===== src/rtl/kem_cmd_sequencer_pkg.sv =====
// kem_cmd_sequencer_pkg: shared ML-KEM mode, response status and sequencer state types
// Contents: kem_mode_t (one-hot keygen/encap/decap), kem_rsp_status_t with KEM_RSP_* codes,
// state_kem_seq_t FSM encodings, and is_onehot() for mode validation.
package kem_cmd_sequencer_pkg;
    typedef logic [2:0] kem_mode_t;
    localparam kem_mode_t KEM_MODE_NONE   = 3'b000;
    localparam kem_mode_t KEM_MODE_KEYGEN = 3'b100;
    localparam kem_mode_t KEM_MODE_ENCAP  = 3'b010;
    localparam kem_mode_t KEM_MODE_DECAP  = 3'b001;
    typedef logic [1:0] kem_rsp_status_t;
    localparam kem_rsp_status_t KEM_RSP_OK      = 2'd0;
    localparam kem_rsp_status_t KEM_RSP_ILLEGAL = 2'd1;
    localparam kem_rsp_status_t KEM_RSP_TIMEOUT = 2'd2;
    typedef logic [2:0] state_kem_seq_t;
    localparam state_kem_seq_t ST_IDLE      = 3'd0;
    localparam state_kem_seq_t ST_RELEASE   = 3'd1;
    localparam state_kem_seq_t ST_ISSUE     = 3'd2;
    localparam state_kem_seq_t ST_WAIT_DONE = 3'd3;
    localparam state_kem_seq_t ST_RESP      = 3'd4;
    function automatic logic is_onehot(input kem_mode_t m);
        return m == KEM_MODE_KEYGEN || m == KEM_MODE_ENCAP || m == KEM_MODE_DECAP;
    endfunction
endpackage


===== src/rtl/kem_cmd_sequencer_fifo.sv =====
// kem_cmd_fifo: synchronous command FIFO with registered full/empty flags
// Ports: clk_i, rst_n_i (async active-low, flushes), push_i/wdata_i (ignored when full),
// pop_i (ignored when empty), rdata_o (head entry), full_o, empty_o.
module kem_cmd_fifo #(
    parameter int DEPTH = 4,
    parameter int W     = 7
) (
    input  logic         clk_i,
    input  logic         rst_n_i,
    input  logic         push_i,
    input  logic [W-1:0] wdata_i,
    input  logic         pop_i,
    output logic [W-1:0] rdata_o,
    output logic         full_o,
    output logic         empty_o
);
    localparam int AW = $clog2(DEPTH);
    logic [W-1:0] mem_q [DEPTH];
    logic [W-1:0] mem_d [DEPTH];
    logic [AW-1:0] wr_ptr_q, wr_ptr_d, rd_ptr_q, rd_ptr_d;
    logic [AW:0] count_q, count_d;
    logic full_q, full_d, empty_q, empty_d, push, pop;
    always_comb begin
        push = push_i & ~full_q;
        pop = pop_i & ~empty_q;
        mem_d = mem_q;
        if (push) mem_d[wr_ptr_q] = wdata_i;
        wr_ptr_d = wr_ptr_q + AW'(push);
        rd_ptr_d = rd_ptr_q + AW'(pop);
        count_d = count_q + (AW+1)'(push) - (AW+1)'(pop);
        full_d = count_d == (AW+1)'(DEPTH);
        empty_d = count_d == '0;
    end
    always_ff @(posedge clk_i or negedge rst_n_i) begin
        if (!rst_n_i) begin
            for (int i = 0; i < DEPTH; i++) mem_q[i] <= '0;
            wr_ptr_q <= '0;
            rd_ptr_q <= '0;
            count_q <= '0;
            full_q <= 1'b0;
            empty_q <= 1'b1;
        end else begin
            mem_q <= mem_d;
            wr_ptr_q <= wr_ptr_d;
            rd_ptr_q <= rd_ptr_d;
            count_q <= count_d;
            full_q <= full_d;
            empty_q <= empty_d;
        end
    end
    assign rdata_o = mem_q[rd_ptr_q];
    assign full_o = full_q;
    assign empty_o = empty_q;
endmodule


===== src/rtl/kem_cmd_sequencer.sv =====
// kem_cmd_sequencer: host-side command queue and run/done sequencer for the ML-KEM controller
// Ports: clk_i, rst_n_i (async active-low); host cmd_valid_i/cmd_ready_o/cmd_mode_i/cmd_id_i;
// host rsp_valid_o/rsp_ready_i/rsp_id_o/rsp_status_o; controller run_o/mode_o/done_i/abort_o;
// status key_valid_o, busy_o.
// Option: define KEM_TIMEOUT_EN to enable the WAIT_DONE watchdog (TIMEOUT_CYCLES) and abort_o.
module kem_cmd_sequencer
    import kem_cmd_sequencer_pkg::*;
#(
    parameter int FIFO_DEPTH     = 4,
    parameter int ID_W           = 4,
    parameter int TIMEOUT_CYCLES = 65536
) (
    input  logic            clk_i,
    input  logic            rst_n_i,
    input  logic            cmd_valid_i,
    output logic            cmd_ready_o,
    input  logic [2:0]      cmd_mode_i,
    input  logic [ID_W-1:0] cmd_id_i,
    output logic            rsp_valid_o,
    input  logic            rsp_ready_i,
    output logic [ID_W-1:0] rsp_id_o,
    output logic [1:0]      rsp_status_o,
    output logic            run_o,
    output logic [2:0]      mode_o,
    input  logic [2:0]      done_i,
    output logic            key_valid_o,
    output logic            busy_o,
    output logic            abort_o
);
    state_kem_seq_t state_q, state_d;
    kem_mode_t mode_q, mode_d, head_mode;
    kem_rsp_status_t status_q, status_d;
    logic [ID_W-1:0] id_q, id_d, head_id;
    logic key_valid_q, key_valid_d, fifo_full, fifo_empty, fifo_pop, done_hit, timeout_hit;
    logic [ID_W+2:0] fifo_rdata;
    kem_cmd_fifo #(.DEPTH(FIFO_DEPTH), .W(ID_W + 3)) u_fifo (
        .clk_i   (clk_i),
        .rst_n_i (rst_n_i),
        .push_i  (cmd_valid_i),
        .wdata_i ({cmd_id_i, cmd_mode_i}),
        .pop_i   (fifo_pop),
        .rdata_o (fifo_rdata),
        .full_o  (fifo_full),
        .empty_o (fifo_empty)
    );
    assign head_mode = fifo_rdata[2:0];
    assign head_id = fifo_rdata[ID_W+2:3];
    assign done_hit = |(done_i & mode_q);
`ifdef KEM_TIMEOUT_EN
    localparam int CW = $clog2(TIMEOUT_CYCLES + 1);
    logic [CW-1:0] cnt_q, cnt_d;
    assign timeout_hit = cnt_q == CW'(TIMEOUT_CYCLES);
    // The only way into WAIT_DONE is through ISSUE, so clearing there restarts the watchdog.
    always_comb cnt_d = state_q == ST_ISSUE ? '0 : (state_q == ST_WAIT_DONE && !timeout_hit) ? cnt_q + 1'b1 : cnt_q;
    always_ff @(posedge clk_i or negedge rst_n_i) begin
        if (!rst_n_i) cnt_q <= '0;
        else cnt_q <= cnt_d;
    end
`else
    localparam int timeout_unused = TIMEOUT_CYCLES;
    assign timeout_hit = 1'b0;
`endif
    always_comb begin
        state_d = state_q;
        id_d = id_q;
        mode_d = mode_q;
        status_d = status_q;
        key_valid_d = key_valid_q;
        fifo_pop = 1'b0;
        case (state_q)
            ST_IDLE: if (!fifo_empty) begin
                fifo_pop = 1'b1;
                id_d = head_id;
                mode_d = head_mode;
                status_d = KEM_RSP_OK;
                if (!is_onehot(head_mode) || (head_mode == KEM_MODE_DECAP && !key_valid_q)) begin
                    status_d = KEM_RSP_ILLEGAL;
                    state_d = ST_RESP;
                end else begin
                    // A held keygen result must be dropped before the controller accepts another op.
                    state_d = (head_mode != KEM_MODE_DECAP && key_valid_q) ? ST_RELEASE : ST_ISSUE;
                end
            end
            ST_RELEASE: begin
                key_valid_d = 1'b0;
                state_d = ST_ISSUE;
            end
            ST_ISSUE: state_d = ST_WAIT_DONE;
            ST_WAIT_DONE: if (done_hit) begin
                state_d = ST_RESP;
                status_d = KEM_RSP_OK;
                key_valid_d = mode_q == KEM_MODE_KEYGEN ? 1'b1 : mode_q == KEM_MODE_DECAP ? 1'b0 : key_valid_q;
            end else if (timeout_hit) begin
                state_d = ST_RESP;
                status_d = KEM_RSP_TIMEOUT;
                key_valid_d = 1'b0;
            end
            ST_RESP: if (rsp_ready_i) state_d = ST_IDLE;
            default: state_d = ST_IDLE;
        endcase
    end
    always_ff @(posedge clk_i or negedge rst_n_i) begin
        if (!rst_n_i) begin
            state_q <= ST_IDLE;
            id_q <= '0;
            mode_q <= KEM_MODE_NONE;
            status_q <= KEM_RSP_OK;
            key_valid_q <= 1'b0;
        end else begin
            state_q <= state_d;
            id_q <= id_d;
            mode_q <= mode_d;
            status_q <= status_d;
            key_valid_q <= key_valid_d;
        end
    end
    assign cmd_ready_o = ~fifo_full;
    assign run_o = state_q == ST_RELEASE || state_q == ST_ISSUE;
    assign mode_o = (state_q == ST_ISSUE || state_q == ST_WAIT_DONE) ? mode_q : KEM_MODE_NONE;
    assign rsp_valid_o = state_q == ST_RESP;
    assign rsp_id_o = id_q;
    assign rsp_status_o = status_q;
    assign key_valid_o = key_valid_q;
    assign busy_o = state_q != ST_IDLE;
    assign abort_o = state_q == ST_WAIT_DONE && timeout_hit && !done_hit;
endmodule

===== config.mk =====
export PLATFORM = sky130hd
export DESIGN_NAME = kem_cmd_sequencer
export DESIGN_NICKNAME = d
export VERILOG_FILES = /design/src/rtl/kem_cmd_sequencer_pkg.sv /design/src/rtl/kem_cmd_sequencer_fifo.sv /design/src/rtl/kem_cmd_sequencer.sv
export SDC_FILE = /design/constraint.sdc
export NUM_CORES = 1
export LEC_CHECK = 0
export CAP_MARGIN = 25
export CORE_ASPECT_RATIO = 1.1
export CORE_UTILIZATION = 55
export CTS_BUF_LIST = sky130_fd_sc_hd__clkbuf_4
export CTS_CLUSTER_DIAMETER = 120
export CTS_CLUSTER_SIZE = 16
export DETAILED_ROUTE_END_ITERATION = 8
export GPL_TIMING_DRIVEN = 0
export HOLD_SLACK_MARGIN = 0.1
export PLACE_DENSITY = 0.84
export SLEW_MARGIN = 30
export SYNTH_ARGS = -nofsm -noshare
export SYNTH_HDL_FRONTEND = slang
export SYNTH_SLANG_ARGS = --single-unit

===== constraint.sdc =====
create_clock -name clk_i -period 4.7 [get_ports clk_i]
set_input_delay 1.175 -clock clk_i [delete_from_list [all_inputs] [get_ports clk_i]]
set_output_delay 1.175 -clock clk_i [all_outputs]
set_load 0.02 [all_outputs]

==> results of run 1 <==
## per-layer routing
metal / track usage / share of wire
met4: 0.116 / 0.018
met1: 0.252 / 0.42
met2: 0.355 / 0.52
met3: 0.0348 / 0.034
met5: 0 / 0
## final cells by class
| cell class | instances | area share |
|---|---|---|
| sequential | 49 | 0.462 |
| tap | 52 | 0.0245 |
| clock inverter | 3 | 0.0156 |
| timing repair buffer | 26 | 0.0971 |
| inverter | 9 | 0.0127 |
| clock buffer | 5 | 0.0141 |
| multi-input combinational | 104 | 0.361 |
| buffer | 5 | 0.0127 |
## through the flow
stage / instance area, um2 / hold WS, ps / util
final: 2660 / 510 / 0.675
after global routing: 2660 / 534 / 0.675
after CTS: 2660 / 512 / 0.675
after detailed placement: 2580 / 489 / 0.655
after global placement: 2580 / 473 / 0.656
after floorplan: 2250 / 455 / -
## worst max-delay path: cells and delay by family, from the launching register on
| kind | cells | cell delay (ps) |
|---|---|---|
| buffers and inverters | 1 | 560 |
| flip-flops | 1 | 470 |
| AND/OR/NAND/NOR | 1 | 550 |
## where the power goes
part	total, mW	switching (mW)	internal [mW]
Combinational	0.949	0.437	0.512
Clock	0.241	0.131	0.110
Sequential	0.771	0.132	0.639
Total	1.96	0.700	1.26
## logic make-up (layout without fill, tap and decap cells)
logic type / after synthesis / in the layout / share of synthesized area
flops: 49 / 49 / 0.546
simple gates: 41 / 41 / 0.0962
mux: 39 / 39 / 0.237
buf+inv: 14 / 48 / 0.0300
compound gates: 11 / 11 / 0.0367
xor+xnor: 7 / 7 / 0.0273
fa+ha+maj: 4 / 4 / 0.0256
other cells: 1 / 2 / 0.00167
## synthesized netlist by cell type, types with 3 or more instances
cell type   n  share of area
and2_1      3         0.0083
nand3_1     3         0.0067
nor2_1      6          0.010
nor2b_1     4          0.011
xnor2_1     5          0.019
mux4_2      3          0.030
nand2_1    15          0.025
inv_1       8          0.013
ha_1        3          0.017
mux4_1      4          0.047
dfrtp_1    48           0.53
mux2_2     32           0.16
## how the worst min path moves through the flow
| stage | end | slack, ps | depth (start not counted) |
|---|---|---|---|
| finish | u_fifo.count_q[2] | 510 | 1 |
| global route | u_fifo.count_q[2] | 530 | 1 |
| detailed placement | u_fifo.mem_q[19] | 490 | 1 |
| floorplan | u_fifo.count_q[2] | 460 | 1 |
| global placement | u_fifo.count_q[2] | 470 | 1 |
| CTS | u_fifo.count_q[2] | 510 | 1 |
## placed cells by master, fill, tap and decap left out, types with 3 or more instances in the layout
| cell type | instances |
|---|---|
| nor2_1 | 6 |
| clkdlybuf4s50_1 | 25 |
| dfrtp_1 | 48 |
| nand3_1 | 3 |
| xnor2_1 | 5 |
| mux4_1 | 4 |
| buf_4 | 3 |
| ha_1 | 3 |
| mux4_2 | 3 |
| and2_1 | 3 |
| nor2b_1 | 4 |
| inv_1 | 8 |
| nand2_1 | 15 |
| mux2_2 | 32 |
| clkbuf_4 | 5 |
## registers in the layout (all words and copies together), names as in the netlist
signal / cells
rsp_status_o: 1
mode_q: 3
u_fifo.full_o: 1
u_fifo.mem_q: 28
u_fifo.wr_ptr_q: 2
key_valid_o: 1
state_q: 3
u_fifo.count_q: 3
u_fifo.empty_o: 1
u_fifo.rd_ptr_q: 2
rsp_id_o: 4
==> flow_summary.toml, run 1 <==
[yosys]
yosys.cell_types.count = 37
ys_warn_count = 0
yosysSeqAreaShare = 0.546
syn_avg_cell_area_um2 = 13.6
ys.flop_type = "dfrtp_1"
synth_edf_count = 0
netlist_instances = 166
synth_area_um2 = 2250
ys_ff_latch = 49
synth_async_sr_flop_share = 1.00

[job]
drv_cap = 0

[worst_setup_path]
r2r_slack_ps = 1800
max_stage_delay_ps = 560
start_kind = "register"
worstRegToRegCells = 11
crit_path_cell_trace = "or3_2 -> clkdlybuf4s50_1"
worst_path_max_delay_cell = "clkdlybuf4s50_1"
rr_endpoint = "u_fifo.full_o"
critPathMaxFanout = 7
setup.worst_path.class = "reg2out"
arrival_ps = 1960
critical_path.reg2reg.startpoint = "u_fifo.empty_o"
endpoint = "busy_o"
critPathCaptureType = "output port"
critical_path_required_ps = 3520
cp-startpoint = "state_q[2]"

[global_routing]
gr-usage-all-layers = 0.209
grt_pass1_vias = 1478
grt_antenna_before_repair = 0
grt_overflow = 0
grt_pass1_wl_mm = 6.76
grt_max_degree = 50

[final_layout]
n_antenna_cell = 0
fin_cells = 253
regArea_um2 = 1230
multi_input_area_um2 = 958
area_delta_synth_final_pct = 18.0
fillers = 289
fin_nets = 218
drive_gt1_frac = 0.244

[routing]
drt-pass1-iter-count = 4
drt_iter0_drc = 76
wl_mm = 4.04
ant_nets = 0
wl_per_cell_um = 16.0
drt-vias-per-instance = 5.54
vias = 1401
drcViolationCount = 0

[sta]
min_period_ps = 3130
max-slew-margin-rel = 0.502
min_period_over_period = 0.666
worstMarginPinSlew_ps = 744
setup_violations = 0
fin_skew_ps = 20.2
rsz0062_at_grt = "false"
max_freq_mhz = 319
tns_ps = 0
finalHoldViolCount = 0
drv_slew = 0
setup_ws_ps = 1570

[place]
hpwl_mm = 2.85
gp_congestion = 0.790
dpl_worst_slack_ps = 1410
port_buffers = 26
dp.cells = 245

[cts]
ctsHoldBuffers = 0
cts_resized = 0
clock_sinks = 49
clk_pin_slew_ps = 140
cts_buffers = 5
cts_max_level = 2
post-cts-setup-buffers = 0
cts_tree = "done"
cts-root-buf = "clkbuf_4"
clock_path_buffers = 2
clkLatencyLatePin_ps = 370

[power]
p_per_area_nw_per_um2 = 739
leakage_nw = 1.16
ir_drop_mv = 0.328
total_power_mw = 1.96

[die]
core_um2 = 3930
io_pins = 29
die-area_um2 = 4350
num_rows = 24
die_x_um = 63.0
dieHeight_um = 69.1
initial_utilization = 0.572

[hold_path]
hp-class = "reg2reg"
worstHoldStart = "u_fifo.count_q[2]"

[status]
status = "finished, final reports clean"
Note: power is estimated with default switching activity, not from simulation.
==> inputs of run 2 (changes only) <==
==> constraint.sdc (replaced) <==
create_clock -name clk_i -period 3 [get_ports clk_i]
set_input_delay 0.75 -clock clk_i [delete_from_list [all_inputs] [get_ports clk_i]]
set_output_delay 0.75 -clock clk_i [all_outputs]
set_load 0.02 [all_outputs]
==> run 2 against run 1 <==
  * Count of clock-buffer cells in the layout stayed put
  * Cell count did not move
  * Final area grew 0.24%
  * Sequential share of layout area is 0.11 points lower
  * Setup slack got worse by 1300 ps
  * Combinational power is 58% higher
  * Clock power increased by 57%
  * Worst hold slack got worse by 150 ps
  * Die area did not move
  * Highest routed layer unchanged
==> flow_summary.toml, run 2 (same netlist as run 1, synthesis figures left out) <==
[status]
status = "finished, final reports clean"

[routing]
drcViolationCount = 0
vias = 1384
wl_mm = 4.02
ant_nets = 0
drt-vias-per-instance = 5.47
wl_per_cell_um = 15.9
drt_iter0_drc = 52
drt-pass1-iter-count = 4

[die]
io_pins = 29
dieHeight_um = 69.1
die_x_um = 63.0
num_rows = 24
core_um2 = 3930
initial_utilization = 0.572
die-area_um2 = 4350

[sta]
setup_violations = 0
worstMarginPinSlew_ps = 743
min_period_over_period = 0.920
drv_slew = 0
max_freq_mhz = 362
min_period_ps = 2760
finalHoldViolCount = 0
rsz0062_at_grt = "false"
fin_skew_ps = 20.1
max-slew-margin-rel = 0.503

[power]
pwr-share-clk = 0.122
leakage_nw = 1.16
p_int_mw = 1.98
power_frac_comb = 0.486
seqPwrFrac = 0.391
p_per_area_nw_per_um2 = 1160
power_switching_mw = 1.10
switching_share = 0.358
ir_drop_mv = 0.513

[worst_setup_path]
critical_path.reg2reg.startpoint = "state_q[1]"
setup.worst_path.class = "reg2reg"
arrival_ps = 3060
start_kind = "register"
critPathCaptureType = "register"
critPathMaxFanout = 8
cp-startpoint = "state_q[1]"
critical_path_required_ps = 3300

[final_layout]
layout_commonest_cell = "dfrtp_1"
area_delta_synth_final_pct = 18.3
largest_reg_flops = 28
fillers = 287
final_area_um2 = 2660
n_antenna_cell = 0
drive_gt1_frac = 0.254
fin_nets = 218
layout_common_cells = "48 x dfrtp_1, 32 x mux2_2, 25 x clkdlybuf4s50_1, 14 x nand2_1, 8 x inv_1"
fin_cells = 253
largest-register = "u_fifo.mem_q"

[place]
dp.cells = 245
gp_congestion = 0.790
placed_area_um2 = 2580
hpwl_mm = 2.85
port_buffers = 26

[cts]
clkLatencyLatePin_ps = 370
clock_path_buffers = 2
cts_buffers = 5
cts_tree = "done"
clk_pin_slew_ps = 140
ctsHoldBuffers = 0
cts_max_level = 2
clock_sinks = 49
cts-root-buf = "clkbuf_4"

[global_routing]
grt_antenna_before_repair = 0
grt_pass1_wl_mm = 6.76
grt_max_degree = 50
grt_pass1_vias = 1478
grt_overflow = 0
gr-usage-all-layers = 0.209

[hold_path]
hp-class = "in2async"

[job]
drv_cap = 0
run 2: cell count changes in the layout (fill, tap and decap cells not counted), sizes merged:
cell and delta:
clkinv -1, clkinvlp +1
run 2: worst max-delay path: stages (launching register included):
cell and delay, ps:
dfrtp_1 480, nor2_1 300, nand2_2 210, clkinvlp_4 230
ha_1 250, inv_1 60, ha_1 140, inv_1 60
fa_1 370, xnor2_1 140, xnor2_1 220, nor3b_1 220
run 2: final timing paths:
kind	endpoint	slack, ps	cells after the start
setup / recovery	u_fifo.full_o	240	11
hold / removal	u_fifo.count_q[2]	360	1
setup reg to reg	u_fifo.full_o	240	11
hold reg to reg	u_fifo.count_q[2]	510	1
max in group asynchronous	u_fifo.mem_q[7]	2230	1
min in group clk_i	u_fifo.count_q[2]	510	1
run 2: per-stage QoR:
stage	hold slack, ps	setup WS (ps)	utilization	setup TNS, ps	total power, mW
floorplan	454	522	-	0	2.28
global placement	473	-12.3	0.656	-490	2.63
detailed placement	489	93.2	0.655	0	2.73
CTS	380	65.0	0.675	0	3.11
global route	385	46.9	0.677	0	3.31
finish	362	240	0.677	0	3.09
run 2: power by group through the flow:
stage,logic (mW),registers (mW),clock network (mW)
finish,1.50,1.21,0.378
global route,1.63,1.25,0.425
CTS,1.51,1.21,0.390
detailed placement,1.50,1.22,0
global placement,1.44,1.19,0
floorplan,1.08,1.21,0
run 2: area by class of cell:
type,instances,area (um2),share of cell area
Multi-Input combinational cell,104,961,0.361
Inverter,9,37.5,0.0141
Timing Repair Buffer,26,258,0.0969
Clock buffer,5,37.5,0.0141
Tap cell,52,65.1,0.0244
Buffer,5,33.8,0.0127
Sequential cell,49,1230,0.461
Clock inverter,3,41.3,0.0155
run 2: what timing repair did:
item                       4_1_cts  5_1_grt
buffers inserted                 0        0
gates resized for setup          0        2
setup endpoints to repair        0        1
hold endpoints to repair         0        0
run 2: layer usage:
metal / vias to the layer above / track usage / routed length [um]
met5: - / 0 / 0
met4: 0 / 0.116 / 74
met3: 7 / 0.0348 / 122
met2: 32 / 0.355 / 2110
met1: 692 / 0.252 / 1710
li1: 653 / - / -
